==> config.mk <==
export PLATFORM = sky130hd
export DESIGN_NAME = square_move_sched_flat
export DESIGN_NICKNAME = d
export VERILOG_FILES = /design/src/rtl/vga_pkg.sv /design/src/rtl/vga_if.sv /design/src/rtl/move_fifo.sv /design/src/rtl/square_move_sched.sv /design/src/flat_wrapper.sv
export SDC_FILE = /design/constraint.sdc
export NUM_CORES = 1
export LEC_CHECK = 0
export CAP_MARGIN = 20
export CORE_MARGIN = 1.5
export CORE_UTILIZATION = 57
export CTS_CLUSTER_SIZE = 24
export DETAILED_ROUTE_END_ITERATION = 7
export PLACE_DENSITY = 0.85
export SLEW_MARGIN = 5
export SYNTH_ARGS = -nofsm -noshare
export SYNTH_HDL_FRONTEND = slang
export SYNTH_SLANG_ARGS = --single-unit
==> constraint.sdc <==
create_clock -name clk -period 3.7 [get_ports clk]
set_input_delay 0.555 -clock clk [delete_from_list [all_inputs] [get_ports clk]]
set_output_delay 0.555 -clock clk [all_outputs]
set_load 0.05 [all_outputs]
==> src/rtl/vga_pkg.sv <==
// rtl/vga_pkg.sv - shared types and square defaults for the VGA square path
package vga_pkg;

    typedef enum logic [1:0] {
        MV_RIGHT = 2'b00,
        MV_LEFT  = 2'b01,
        MV_UP    = 2'b10,
        MV_DOWN  = 2'b11
    } move_dir_t;

    typedef enum logic [1:0] {
        ST_IDLE  = 2'b00,
        ST_ARMED = 2'b01,
        ST_APPLY = 2'b10,
        ST_HOME  = 2'b11
    } sched_state_t;

    localparam int SQ_STEP   = 8;
    localparam int SQ_X_INIT = 150;
    localparam int SQ_Y_INIT = 100;
    localparam int SQ_X_MAX  = 792;
    localparam int SQ_Y_MAX  = 592;

endpackage

==> src/rtl/vga_if.sv <==
// rtl/vga_if.sv - VGA timing bus (pixel counters) shared between stages
interface vga_if;
    logic [10:0] hcount;
    logic [10:0] vcount;

    modport in  (input  hcount, input  vcount);
    modport out (output hcount, output vcount);
endinterface

==> src/rtl/move_fifo.sv <==
// rtl/move_fifo.sv - small synchronous FIFO of 2-bit move commands
module move_fifo #(
    parameter int DEPTH = 4
) (
    input  logic                     clk,
    input  logic                     rst,
    input  logic                     push,
    input  logic [1:0]               din,
    input  logic                     pop,
    input  logic                     flush,
    output logic [1:0]               dout,
    output logic                     full,
    output logic                     empty,
    output logic [$clog2(DEPTH):0]   count
);

    localparam int AW = $clog2(DEPTH);

    logic [1:0]    mem [DEPTH];
    logic [AW-1:0] wr_ptr;
    logic [AW-1:0] rd_ptr;
    logic          do_push;
    logic          do_pop;

    assign full    = (count == (AW+1)'(DEPTH));
    assign empty   = (count == '0);
    assign dout    = mem[rd_ptr];
    // a full FIFO still accepts a push when the head leaves in the same cycle
    assign do_push = push && (!full || pop);
    assign do_pop  = pop && !empty;

    // pointer and occupancy bookkeeping; flush discards everything
    always_ff @(posedge clk or posedge rst) begin
        if (rst) begin
            wr_ptr <= '0;
            rd_ptr <= '0;
            count  <= '0;
        end else if (flush) begin
            wr_ptr <= '0;
            rd_ptr <= '0;
            count  <= '0;
        end else begin
            if (do_push) wr_ptr <= wr_ptr + AW'(1);
            if (do_pop)  rd_ptr <= rd_ptr + AW'(1);
            count <= count + {{AW{1'b0}}, do_push} - {{AW{1'b0}}, do_pop};
        end
    end

    // storage write; contents need no reset because count gates reads
    always_ff @(posedge clk) begin
        if (do_push && !flush) mem[wr_ptr] <= din;
    end

endmodule

==> src/rtl/square_move_sched.sv <==
// rtl/square_move_sched.sv - frame-synchronous square move scheduler (option: SQUARE_WRAP_EN)
module square_move_sched
    import vga_pkg::*;
#(
    parameter int STEP       = SQ_STEP,
    parameter int FIFO_DEPTH = 4,
    parameter int X_INIT     = SQ_X_INIT,
    parameter int Y_INIT     = SQ_Y_INIT,
    parameter int X_MAX      = SQ_X_MAX,
    parameter int Y_MAX      = SQ_Y_MAX
) (
    input  logic                          clk,
    input  logic                          rst,
    vga_if.in                             vga_in,
    input  logic                          mouse_left,
    input  logic                          mouse_right,
    input  logic                          key_valid,
    input  logic [1:0]                    key_dir,
    output logic                          key_ready,
    input  logic                          home,
    output logic [11:0]                   xpos_square,
    output logic [11:0]                   ypos_square,
    output logic [$clog2(FIFO_DEPTH):0]   pending
);

    localparam int CW = $clog2(FIFO_DEPTH) + 1;

`ifdef SQUARE_WRAP_EN
    localparam bit WRAP_EN = 1'b1;
`else
    localparam bit WRAP_EN = 1'b0;
`endif

    sched_state_t state, state_next;

    logic          mouse_l_q, mouse_r_q;
    logic          rise_l, rise_r, mouse_req;
    move_dir_t     mouse_dir;
    logic          hold_valid;
    move_dir_t     hold_dir;
    logic          last_mouse;

    logic          push, pop, can_push, grant_mouse, hold_load, hold_clear;
    move_dir_t     push_dir;
    logic [1:0]    head;
    logic          full, empty;
    logic [CW-1:0] count;
    logic          frame_start;

    logic [12:0]   x_sum, y_sum;
    logic [11:0]   x_next, y_next;

    assign frame_start = (vga_in.hcount == '0) && (vga_in.vcount == '0);
    assign rise_l      = mouse_left  && !mouse_l_q;
    assign rise_r      = mouse_right && !mouse_r_q;
    // both buttons rising together is ambiguous and is ignored
    assign mouse_req   = rise_l ^ rise_r;
    assign mouse_dir   = rise_r ? MV_RIGHT : MV_LEFT;
    assign pending     = count;

    move_fifo #(.DEPTH(FIFO_DEPTH)) u_fifo (
        .clk   (clk),
        .rst   (rst),
        .push  (push),
        .din   (push_dir),
        .pop   (pop),
        .flush (home),
        .dout  (head),
        .full  (full),
        .empty (empty),
        .count (count)
    );

    // button history for rising-edge detection
    always_ff @(posedge clk or posedge rst) begin
        if (rst) begin
            mouse_l_q <= 1'b0;
            mouse_r_q <= 1'b0;
        end else begin
            mouse_l_q <= mouse_left;
            mouse_r_q <= mouse_right;
        end
    end

    // arbitration: held mouse move first, then round-robin between mouse and keyboard
    always_comb begin
        can_push    = (!full || pop) && (state != ST_HOME) && !home;
        push        = 1'b0;
        push_dir    = MV_RIGHT;
        grant_mouse = 1'b0;
        hold_load   = 1'b0;
        hold_clear  = 1'b0;
        key_ready   = 1'b0;
        if (hold_valid) begin
            if (can_push) begin
                push        = 1'b1;
                push_dir    = hold_dir;
                grant_mouse = 1'b1;
                hold_clear  = 1'b1;
                hold_load   = mouse_req;
            end
        end else if (mouse_req && key_valid && last_mouse) begin
            key_ready = can_push;
            if (can_push) begin
                push      = 1'b1;
                push_dir  = move_dir_t'(key_dir);
                hold_load = 1'b1;
            end
        end else if (mouse_req) begin
            if (can_push) begin
                push        = 1'b1;
                push_dir    = mouse_dir;
                grant_mouse = 1'b1;
            end
        end else begin
            key_ready = can_push;
            if (key_valid && can_push) begin
                push     = 1'b1;
                push_dir = move_dir_t'(key_dir);
            end
        end
        if (rst) key_ready = 1'b0;
    end

    // hold register for a mouse move that lost the tie, plus round-robin pointer
    always_ff @(posedge clk or posedge rst) begin
        if (rst) begin
            hold_valid <= 1'b0;
            hold_dir   <= MV_RIGHT;
            last_mouse <= 1'b0;
        end else begin
            if (home) begin
                hold_valid <= 1'b0;
            end else if (hold_load) begin
                hold_valid <= 1'b1;
                hold_dir   <= mouse_dir;
            end else if (hold_clear) begin
                hold_valid <= 1'b0;
            end
            if (push) last_mouse <= grant_mouse;
        end
    end

    // state register
    always_ff @(posedge clk or posedge rst) begin
        if (rst) state <= ST_IDLE;
        else     state <= state_next;
    end

    // next state and pop strobe
    always_comb begin
        state_next = state;
        pop        = 1'b0;
        if (home) begin
            state_next = ST_HOME;
        end else begin
            case (state)
                ST_IDLE:  if (!empty) state_next = ST_ARMED;
                ST_ARMED: if (frame_start) state_next = ST_APPLY;
                ST_APPLY: begin
                    pop        = 1'b1;
                    state_next = ((count > CW'(1)) || push) ? ST_ARMED : ST_IDLE;
                end
                ST_HOME:  if (frame_start) state_next = ST_IDLE;
                default:  state_next = ST_IDLE;
            endcase
        end
    end

    // new position from the queue head, clamped or wrapped at the screen edge
    always_comb begin
        x_sum  = {1'b0, xpos_square} + 13'(STEP);
        y_sum  = {1'b0, ypos_square} + 13'(STEP);
        x_next = xpos_square;
        y_next = ypos_square;
        case (move_dir_t'(head))
            MV_RIGHT: x_next = (x_sum > 13'(X_MAX)) ? (WRAP_EN ? 12'd0 : 12'(X_MAX)) : x_sum[11:0];
            MV_LEFT:  x_next = (xpos_square < 12'(STEP)) ? (WRAP_EN ? 12'(X_MAX) : 12'd0)
                                                         : xpos_square - 12'(STEP);
            MV_UP:    y_next = (ypos_square < 12'(STEP)) ? (WRAP_EN ? 12'(Y_MAX) : 12'd0)
                                                         : ypos_square - 12'(STEP);
            MV_DOWN:  y_next = (y_sum > 13'(Y_MAX)) ? (WRAP_EN ? 12'd0 : 12'(Y_MAX)) : y_sum[11:0];
            default: ;
        endcase
    end

    // position registers: update only in APPLY or on the homing frame start
    always_ff @(posedge clk or posedge rst) begin
        if (rst) begin
            xpos_square <= 12'(X_INIT);
            ypos_square <= 12'(Y_INIT);
        end else if (!home && state == ST_HOME && frame_start) begin
            xpos_square <= 12'(X_INIT);
            ypos_square <= 12'(Y_INIT);
        end else if (!home && state == ST_APPLY) begin
            xpos_square <= x_next;
            ypos_square <= y_next;
        end
    end

endmodule
==> src/flat_wrapper.sv <==
// flat-port wrapper written by rule: the top's interface ports become plain ports
module square_move_sched_flat import vga_pkg::*;
#(
    parameter int STEP       = SQ_STEP,
    parameter int FIFO_DEPTH = 4,
    parameter int X_INIT     = SQ_X_INIT,
    parameter int Y_INIT     = SQ_Y_INIT,
    parameter int X_MAX      = SQ_X_MAX,
    parameter int Y_MAX      = SQ_Y_MAX
)
  (clk, rst, mouse_left, mouse_right, key_valid, key_dir, key_ready, home, xpos_square, ypos_square, pending, vga_in_hcount, vga_in_vcount);
  vga_if vga_in_i ();
  input  logic clk;
  input  logic rst;
  input  logic mouse_left;
  input  logic mouse_right;
  input  logic key_valid;
  input  logic [1:0] key_dir;
  output logic key_ready;
  input  logic home;
  output logic [11:0] xpos_square;
  output logic [11:0] ypos_square;
  output logic [$clog2(FIFO_DEPTH):0] pending;
  input wire logic [$bits(vga_in_i.hcount)-1:0] vga_in_hcount;
  input wire logic [$bits(vga_in_i.vcount)-1:0] vga_in_vcount;
  assign vga_in_i.hcount = vga_in_hcount;
  assign vga_in_i.vcount = vga_in_vcount;
  square_move_sched #(.STEP(STEP), .FIFO_DEPTH(FIFO_DEPTH), .X_INIT(X_INIT), .Y_INIT(Y_INIT), .X_MAX(X_MAX), .Y_MAX(Y_MAX)) u_core (.clk(clk), .rst(rst), .vga_in(vga_in_i), .mouse_left(mouse_left), .mouse_right(mouse_right), .key_valid(key_valid), .key_dir(key_dir), .key_ready(key_ready), .home(home), .xpos_square(xpos_square), .ypos_square(ypos_square), .pending(pending));
endmodule
[Word level (Yosys, flattened, before mapping)]
Memories as Yosys holds them, arrays and structs flattened.
Index checks and enable logic that the tools add are counted.
Widths: inputs -> output; s select.
Cells by class
  $add $sub $neg: 8
  bitwise gates (word level): 2
  order comparisons: 5
  equality and inequality tests: 11
  multiplexer cells: 52
  reduce and logical (&&, ||, !) cells: 36
Operators with widths (number)
  $mux 12: 8
  $pmux 12 s2: 2
  $mux 2: 15
  $add 12x4->13 const B: 2
  $gt 13x10->1 const B: 2
  $mux 1: 25
  $lt 12x4->1 const B: 2
  $sub 12x4->12 const B: 2
  $logic_not 11->1: 2
  $logic_and 1x1->1: 14
  $reduce_bool 3->1: 3
  $eq 2x2->1 const B: 4
  $pmux 2 s4: 1
  $ne 3x2->1 const B: 2
  $reduce_and 2->1: 3
  $reduce_bool 2->1: 3
  $logic_not 1->1: 5
  $add 2x1->2 const B: 2
  $eq 2x1->1 const B: 2
  $logic_not 2->1: 2
  $add 3x1->3: 1
  $eq 3x3->1 const B: 1
  $gt 3x1->1 const B: 1
  $logic_not 3->1: 1
  other kinds (8): 9
Word-level totals
  output and inout bits: 28
  memories: 1
  flip-flop bits (word level): 39
  bits in writable memories: 8
  input bits: 30
  logic and storage cells: 126
Memory list
  u_core.u_fifo.mem: depth 4, bits a word 2, read ports 1, clocked after memory_dff 0, wr ports 1, line move_fifo.sv:19  | logic [1:0] mem [DEPTH];

[Logic depth before layout (Yosys ltp)]
Gate-level depths: netlist of the first run.
  depth in word-level cells: 15
  gate-level depth with buffers: 11
  mapped depth without buffers: 10

[Hierarchy]
From an unflattened synthesis of the first run, not the netlist that was laid out.
Unflattened totals
  cells, all modules: 335
  area, all modules: 3002.9 µm²
By module, submodules not included
  square_move_sched: seq. area each 683.2 µm², area each 2242.2 µm², cells each 276, times used 1
  move_fifo: seq. area each 415.4 µm², area each 760.7 µm², cells each 59, times used 1

[Least setup slack after synthesis of the first run]
No wires, ideal clock.
  path kind: input to output
  start: input port rst
  end: output port key_ready
  path buffers: 0
  arrival: 2.561 ns
  data required time: 3.145 ns
  stages on the path: 3
  setup slack: 0.584 ns
  path through: inv_1 -> o21ai_0 -> nor3_1
On the way
  cells in the longest elaborated chain, start to end: 1
RTL lines
  start: declaration: line flat_wrapper.sv:14  | input logic rst;
  $mux 1: line square_move_sched.sv:122  | if (rst) key_ready = 1'b0;
  end: declaration: line flat_wrapper.sv:19  | output logic key_ready;
Every way passes these cells.

[Final worst setup path of the first run]
  start: input port mouse_left
  end: output port key_ready
On the way
  cells in the longest elaborated chain, start to end: 7
  elaborated cells on any way between the ends: 8
  classes of those cells: 4 x mux; 1 x bitwise; 3 x reduce/logical
RTL lines
  start: declaration: line flat_wrapper.sv:15  | input logic mouse_left;
  $logic_and 1x1->1 *: line square_move_sched.sv:54  | assign rise_l = mouse_left && !mouse_l_q;
  $xor 1x1->1 *: line square_move_sched.sv:57  | assign mouse_req = rise_l ^ rise_r;
  $logic_and 1x1->1 (2 in series): line square_move_sched.sv:102  | end else if (mouse_req && key_valid && last_mouse) begin
  $mux 1 *: line square_move_sched.sv:102
  $mux 1 *: line square_move_sched.sv:94  | if (hold_valid) begin
  $mux 1 *: line square_move_sched.sv:122
Mark *: on every way between the ends. The rest lies on a longest branch, timed or not.

==> results.json, run 1 <==
{
  "drc": 0,
  "port_buffers": 54,
  "fmax_mhz": 362,
  "startpoint_type": "primary input",
  "chipWidth_um": 76.1,
  "vdd.ir_drop.worst_mv": 0.198,
  "worstReg2RegStart": "u_core.state[1]",
  "regToRegSetupSlack_ns": 1.32,
  "grt_max_degree": 35,
  "critical_path.endpoint_type": "output port",
  "cts_tree": "built",
  "yosys_register_bits": 42,
  "commonest_non_fill_non_tap_cell_in_the_layout": "sky130_fd_sc_hd__clkdlybuf4s50_1",
  "finalPower_uw": 879,
  "power_switching_share_pct": 25.5,
  "synth_cells": 352,
  "cts.reportedPaths.clkPinSlew_ns": 0.08,
  "cp_data_required_time_ns": 3.14,
  "mostFrequentLayoutCells": "sky130_fd_sc_hd__clkdlybuf4s50_1, sky130_fd_sc_hd__nand2_1, sky130_fd_sc_hd__nor2_1",
  "yosysWarnings": 0,
  "setup_tns_ns": 0,
  "yosysUniqueCellTypes": 64,
  "floorplan.die_area_um2": 5800,
  "n_antenna_cell": 0,
  "cts_max_path_buffers": 2,
  "cellInternalPower_uw": 655,
  "critical_path.endpoint": "key_ready",
  "report.final.slew_viol_count": 0,
  "fin_crit_ns": 2.77,
  "dpl_cell_area_um2": 3590,
  "layout_worst_path_cycle_share_pct": 74.8,
  "final_util_pct": 71.6,
  "buffers_inserted_during_post_cts_setup_optimization": 0,
  "drt-total-wl_um": 6750,
  "finalClockSkew_ns": 0.00649,
  "fin_area_um2": 3680,
  "hold_path_class": "register to register",
  "setup_repair_after_global_routing_missed_its_margin": "no",
  "hold_violations": 0,
  "drt-pass1-iter-count": 4,
  "net-switching-power_uw": 224,
  "route.detailed.vias_per_inst": 6.02,
  "grt-ovfl-total": 0,
  "first_global_vias": 2596,
  "status": "finished, final reports clean",
  "seq_power_share_pct": 55.3,
  "syn_area_um2": 3050,
  "placeableCoreArea_um2": 5140,
  "drive_above_1_share_pct": 7.85,
  "cts_made_buffers": 5,
  "combinationalPowerShare_pct": 10.9,
  "number_of_antenna_violations_at_the_first_check_in_global_routing": 0,
  "maxCapViolations": 0,
  "crit_fanout": 5,
  "finalNetCount": 436,
  "cellLeakagePower_nw": 1.47,
  "reg2reg_depth": 10,
  "critPathArrivalTime_ns": 2.21,
  "synth-main-ff-cell": "sky130_fd_sc_hd__dfrtp_1",
  "row_count": 26,
  "synth-async-reset-ratio_pct": 81.0,
  "synth-edff-count": 8,
  "final_antenna_net_count": 0,
  "route.vias.total": 2800,
  "place_hpwl_um": 4930,
  "power.density_nw_per_um2": 239,
  "pin_count": 58,
  "slew_headroom_pct": 59.6,
  "clkLatencyLatePin_ns": 0.30,
  "worst_slack_ns": 0.934,
  "drt_iter0_drc": 234,
  "dpl_worst_slack_ns": 0.722,
  "setup.worst_path.start": "mouse_left",
  "setup_viol": 0,
  "gr-usage-all-layers_pct": 24.4,
  "tightestPinTransition_ns": 0.602,
  "cts_resized": 0,
  "synth_area_per_cell_um2": 8.66,
  "timing.hold.worst.start": "u_core.xpos_square[1]",
  "routedWlPerCell_um": 14.5,
  "globalplace.congestion": 0.919,
  "chipHeight_um": 76.1,
  "cts.hold.buffers_added": 0,
  "ff_to_ff_end": "u_core.u_fifo.count[2]",
  "synth.yosys.seq_area_share_pct": 36.0,
  "cts.sinks": 42,
  "start_util_pct": 59.3,
  "critical_path_class": "primary input to output port",
  "cts_htree_levels": 2,
  "syn_to_final_growth_pct": 20.7,
  "grt_pass1_wl_um": 11700,
  "power.clock.fraction_pct": 33.8,
  "cts_root_buffer": "sky130_fd_sc_hd__clkbuf_8"
}
-- metrics by stage --
| stage | hold WS, ns | cells |
|---|---|---|
| floorplan | 0.487 | 354 |
| global placement | 0.515 | 457 |
| detailed placement | 0.521 | 457 |
| CTS | 0.533 | 465 |
| global route | 0.568 | 465 |
| finish | 0.528 | 465 |
-- cell type report --
class                   instances  area (um2)
repair buffers                 57         573
clock buffers                   5        68.8
multi-input cells             269        1760
well taps                      70        87.6
clock inverters                 3        21.3
inverters                      19        71.3
fillers                       440        1460
flip-flops and latches         42        1100
-- worst min path at each step --
| stage | endpoint | slack [ns] | cells past startpoint |
|---|---|---|---|
| finish | u_core.xpos_square[1] | 0.53 | 2 |
| detailed placement | u_core.xpos_square[1] | 0.52 | 2 |
| floorplan | u_core.hold_dir[0] | 0.49 | 2 |
| CTS | u_core.xpos_square[1] | 0.53 | 2 |
| global route | u_core.xpos_square[1] | 0.57 | 2 |
| global placement | u_core.xpos_square[1] | 0.51 | 2 |
-- metal layers --
layer | GRT usage [%] | wire [um]
met5 | 0 | 0
met4 | 10.0 | 99
met3 | 4.07 | 466
met2 | 39.8 | 3240
met1 | 32.4 | 2950
-- power groups by stage --
stage | clock, mW | sequential (mW) | combinational, mW
finish | 0.297 | 0.486 | 0.0959
global route | 0.322 | 0.487 | 0.105
CTS | 0.305 | 0.485 | 0.0965
detailed placement | 0 | 0.495 | 0.0961
global placement | 0 | 0.494 | 0.0945
floorplan | 0 | 0.498 | 0.0497
-- cell families after synthesis --
kind of cell | synth area share (%)
and+or+nand+nor | 24.4
xor gates and xnor gates | 3.74
AOI/OAI and AO/OA | 20.5
other | 0.123
muxes | 3.49
adders and majority gates | 5.17
buffers and inverters | 6.49
DFF | 36.0
-- registers in the layout (all words and copies together) (netlist names) --
| name | cells |
|---|---|
| u_core.u_fifo.count | 3 |
| u_core.u_fifo.rd_ptr | 2 |
| u_core.mouse_r_q | 1 |
| u_core.hold_valid | 1 |
| u_core.state | 2 |
| u_core.u_fifo.wr_ptr | 2 |
| u_core.mouse_l_q | 1 |
| u_core.u_fifo.mem | 8 |
| u_core.hold_dir | 1 |
| u_core.xpos_square | 10 |
| u_core.last_mouse | 1 |
| u_core.ypos_square | 10 |
-- cells in the mapped netlist, drive strengths merged (2+ instances only) --
cell / n / area [um2]
nand2: 37 / 141
nor2: 31 / 119
dfrtp: 28 / 701
o21ai: 21 / 105
a21oi: 19 / 95.1
inv: 19 / 71.3
buf: 16 / 95.1
ha: 11 / 138
nand3: 11 / 60.1
nor3: 11 / 60.1
and2: 10 / 62.6
nand4: 9 / 56.3
nor4: 9 / 56.3
clkbuf: 8 / 31.3
edfxtp: 8 / 240
nor2b: 8 / 57.6
nor3b: 8 / 60.1
xnor2: 7 / 61.3
a31oi: 6 / 37.5
dfstp: 6 / 158
o31ai: 6 / 45.0
xor2: 6 / 52.6
mux2i: 5 / 50.1
a211o: 4 / 35.0
nand2b: 3 / 26.3
o221ai: 3 / 26.3
o31a: 3 / 26.3
o41ai: 3 / 52.6
a211oi: 2 / 15.0
a21o: 2 / 15.0
a22o: 2 / 17.5
a22oi: 2 / 15.0
and3: 2 / 12.5
mux4: 2 / 45.0
o2111ai: 2 / 17.5
o211ai: 2 / 15.0
o21a: 2 / 15.0
o21bai: 2 / 15.0
o22ai: 2 / 12.5
o311ai: 2 / 17.5
-- critical path, cell delays in order --
cell and delay [ns]:
sky130_fd_sc_hd__clkdlybuf4s50_1 0.46, sky130_fd_sc_hd__nor2b_1 0.31, sky130_fd_sc_hd__xnor2_1 0.25, sky130_fd_sc_hd__o21ai_0 0.15, sky130_fd_sc_hd__nor3_1 0.29, sky130_fd_sc_hd__buf_12 0.19
Power figures use the tool's default switching activity.
==> inputs of run 2 (changes only) <==
--- a/config.mk
+++ b/config.mk
@@ -7,10 +7,10 @@
 export LEC_CHECK = 0
 export CAP_MARGIN = 20
 export CORE_MARGIN = 1.5
-export CORE_UTILIZATION = 57
+export CORE_UTILIZATION = 53
 export CTS_CLUSTER_SIZE = 24
 export DETAILED_ROUTE_END_ITERATION = 7
-export PLACE_DENSITY = 0.85
+export PLACE_DENSITY = 0.8
 export SLEW_MARGIN = 5
 export SYNTH_ARGS = -nofsm -noshare
 export SYNTH_HDL_FRONTEND = slang
==> constraint.sdc (replaced) <==
create_clock -name clk -period 2.6 [get_ports clk]
set_input_delay 0.39 -clock clk [delete_from_list [all_inputs] [get_ports clk]]
set_output_delay 0.39 -clock clk [all_outputs]
set_load 0.05 [all_outputs]
==> results.json, run 2 (synthesis gave the netlist of run 1 again) <==
{
  "final_util_pct": 69.2,
  "tightestPinTransition_ns": 0.595,
  "crit_fanout": 4,
  "start_util_pct": 55.0,
  "grt_pass1_wl_um": 12400,
  "buffers_inserted_during_post_cts_setup_optimization": 0,
  "setup_repair_after_global_routing_missed_its_margin": "no",
  "top_regs": "u_core.xpos_square: 10 flops, u_core.ypos_square: 10 flops, u_core.u_fifo.mem: 8 flops",
  "route.detailed.vias_per_inst": 5.95,
  "grt_use_met3_pct": 5.17,
  "n_antenna_cell": 0,
  "globalRouteMet2Util_pct": 42.8,
  "reg2reg_depth": 7,
  "finalPower_mw": 1.36,
  "chipWidth_um": 78.8,
  "syn_to_final_growth_pct": 25.7,
  "drive_above_1_share_pct": 11.7,
  "fin_crit_ns": 2.29,
  "holdPathStages": 2,
  "cp_data_required_time_ns": 2.21,
  "global_route.usage.met1_pct": 32.9,
  "chipHeight_um": 78.8,
  "fillerInstances": 474,
  "cellLeakagePower_nw": 1.56,
  "floorplan.die_area_um2": 6210,
  "grt_max_degree": 35,
  "maxCapViolations": 0,
  "drc": 0,
  "slew_headroom_pct": 60.2,
  "layout.cells.non_filler": 483,
  "pin_count": 58,
  "fmax_mhz": 436,
  "cts_htree_levels": 2,
  "startpoint_type": "primary input",
  "route.vias.total": 2872,
  "cts_max_path_buffers": 2,
  "drt_iter0_drc": 215,
  "first_global_vias": 2631,
  "drt-total-wl_um": 7310,
  "timing.hold.ws_ns": 0.536,
  "critical_path.endpoint_type": "output port",
  "hold_path_class": "register to register",
  "routedWlPerCell_um": 15.1,
  "vdd.ir_drop.worst_mv": 0.342,
  "cts.reportedPaths.clkPinSlew_ns": 0.08,
  "power.density_nw_per_um2": 354,
  "row_count": 27,
  "globalplace.congestion": 0.930,
  "placeableCoreArea_um2": 5540,
  "hold_violations": 0,
  "grt-ovfl-total": 0,
  "drt-pass1-iter-count": 5,
  "commonest_non_fill_non_tap_cell_in_the_layout": "sky130_fd_sc_hd__clkdlybuf4s50_1",
  "gr-usage-all-layers_pct": 25.3,
  "critPathArrivalTime_ns": 1.90,
  "port_buffers": 54,
  "layer_with_the_highest_usage": "met2",
  "finalClockSkew_ns": 0.00643,
  "clkLatencyLatePin_ns": 0.30,
  "cts.sinks": 42,
  "report.final.slew_viol_count": 0,
  "place_hpwl_um": 5380,
  "setup_viol": 0,
  "cts.hold.buffers_added": 0,
  "mostFrequentLayoutCells": "sky130_fd_sc_hd__clkdlybuf4s50_1, sky130_fd_sc_hd__nand2_1, sky130_fd_sc_hd__nor2_1",
  "dp.cells": 475,
  "layout_worst_path_cycle_share_pct": 88.2,
  "setup_tns_ns": 0,
  "critical_path_class": "primary input to output port",
  "finalNetCount": 452,
  "number_of_antenna_violations_at_the_first_check_in_global_routing": 0,
  "status": "finished, final reports clean",
  "cts_made_buffers": 5,
  "final_antenna_net_count": 0,
  "cts_tree": "built",
  "cts_root_buffer": "sky130_fd_sc_hd__clkbuf_8"
}
-- run 2: cell types whose count changed in the layout (fill, tap and decap cells not counted), sizes merged --
cell,previous run,this run
clkinv,2,0
bufinv,0,1
clkbuf,5,6
buf,4,20
-- run 2: what timing repair did --
action                                  CTS  global route
resized for setup                         0             1
hold endpoints to repair                  0             0
endpoints found under the setup margin    0             1
-- run 2: worst max-delay path, stage by stage --
cell,delay (ns)
sky130_fd_sc_hd__clkdlybuf4s50_1,0.47
sky130_fd_sc_hd__nor2b_1,0.20
sky130_fd_sc_hd__xnor2_1,0.18
sky130_fd_sc_hd__buf_4,0.17
sky130_fd_sc_hd__o21ai_0,0.10
sky130_fd_sc_hd__nor3_2,0.21
sky130_fd_sc_hd__buf_12,0.17
-- run 2: area by class of cell --
cell class	count	area (um2)	area share [%]
Clock buffer	6	72.6	1.89
Clock inverter	2	37.5	0.980
Multi-Input combinational cell	269	1770	46.1
Tap cell	72	90.1	2.35
Timing Repair Buffer	73	693	18.1
Sequential cell	42	1100	28.7
Inverter	19	71.3	1.86
-- run 2: worst paths after layout --
kind | from | slack (ns) | to
worst max-delay path | mouse_left | 0.31 | key_ready
worst min-delay path | u_core.ypos_square[2] | 0.54 | u_core.ypos_square[2]
worst max register to register | u_core.xpos_square[4] | 0.31 | u_core.xpos_square[3]
worst min register to register | u_core.ypos_square[2] | 0.54 | u_core.ypos_square[2]
max in group asynchronous | rst | 1.69 | u_core.ypos_square[2]
min in group asynchronous | rst | 0.57 | u_core.mouse_r_q
-- run 2: routing by layer --
metal  vias to the layer above  wire (um)
li1                       1384          -
met1                      1373       3200
met2                        93       3580
met3                        22        370
met4                         0        156
met5                         -          0
-- run 2: metrics by stage --
step	setup slack, ns	cell area [um2]
floorplan	0.0531	3060
global placement	0.0893	3720
detailed placement	0.00378	3720
CTS	0.235	3830
global route	0.154	3830
finish	0.306	3830
-- run 2: where the power goes --
group	leakage (nW)	switching (mW)	internal [mW]
clock	0.0514	0.230	0.286
sequential	0.495	0.0121	0.677
combinational	1.01	0.0759	0.0741
total	1.56	0.318	1.04
==> inputs of run 3 (changes only) <==
--- a/config.mk
+++ b/config.mk
@@ -8,6 +8,7 @@
 export CAP_MARGIN = 20
 export CORE_MARGIN = 1.5
 export CORE_UTILIZATION = 53
+export CTS_CLUSTER_DIAMETER = 30
 export CTS_CLUSTER_SIZE = 24
 export DETAILED_ROUTE_END_ITERATION = 7
 export PLACE_DENSITY = 0.8
==> results of run 3 <==
Same layout as run 2: the final DEF is identical, and so are final timing and power.
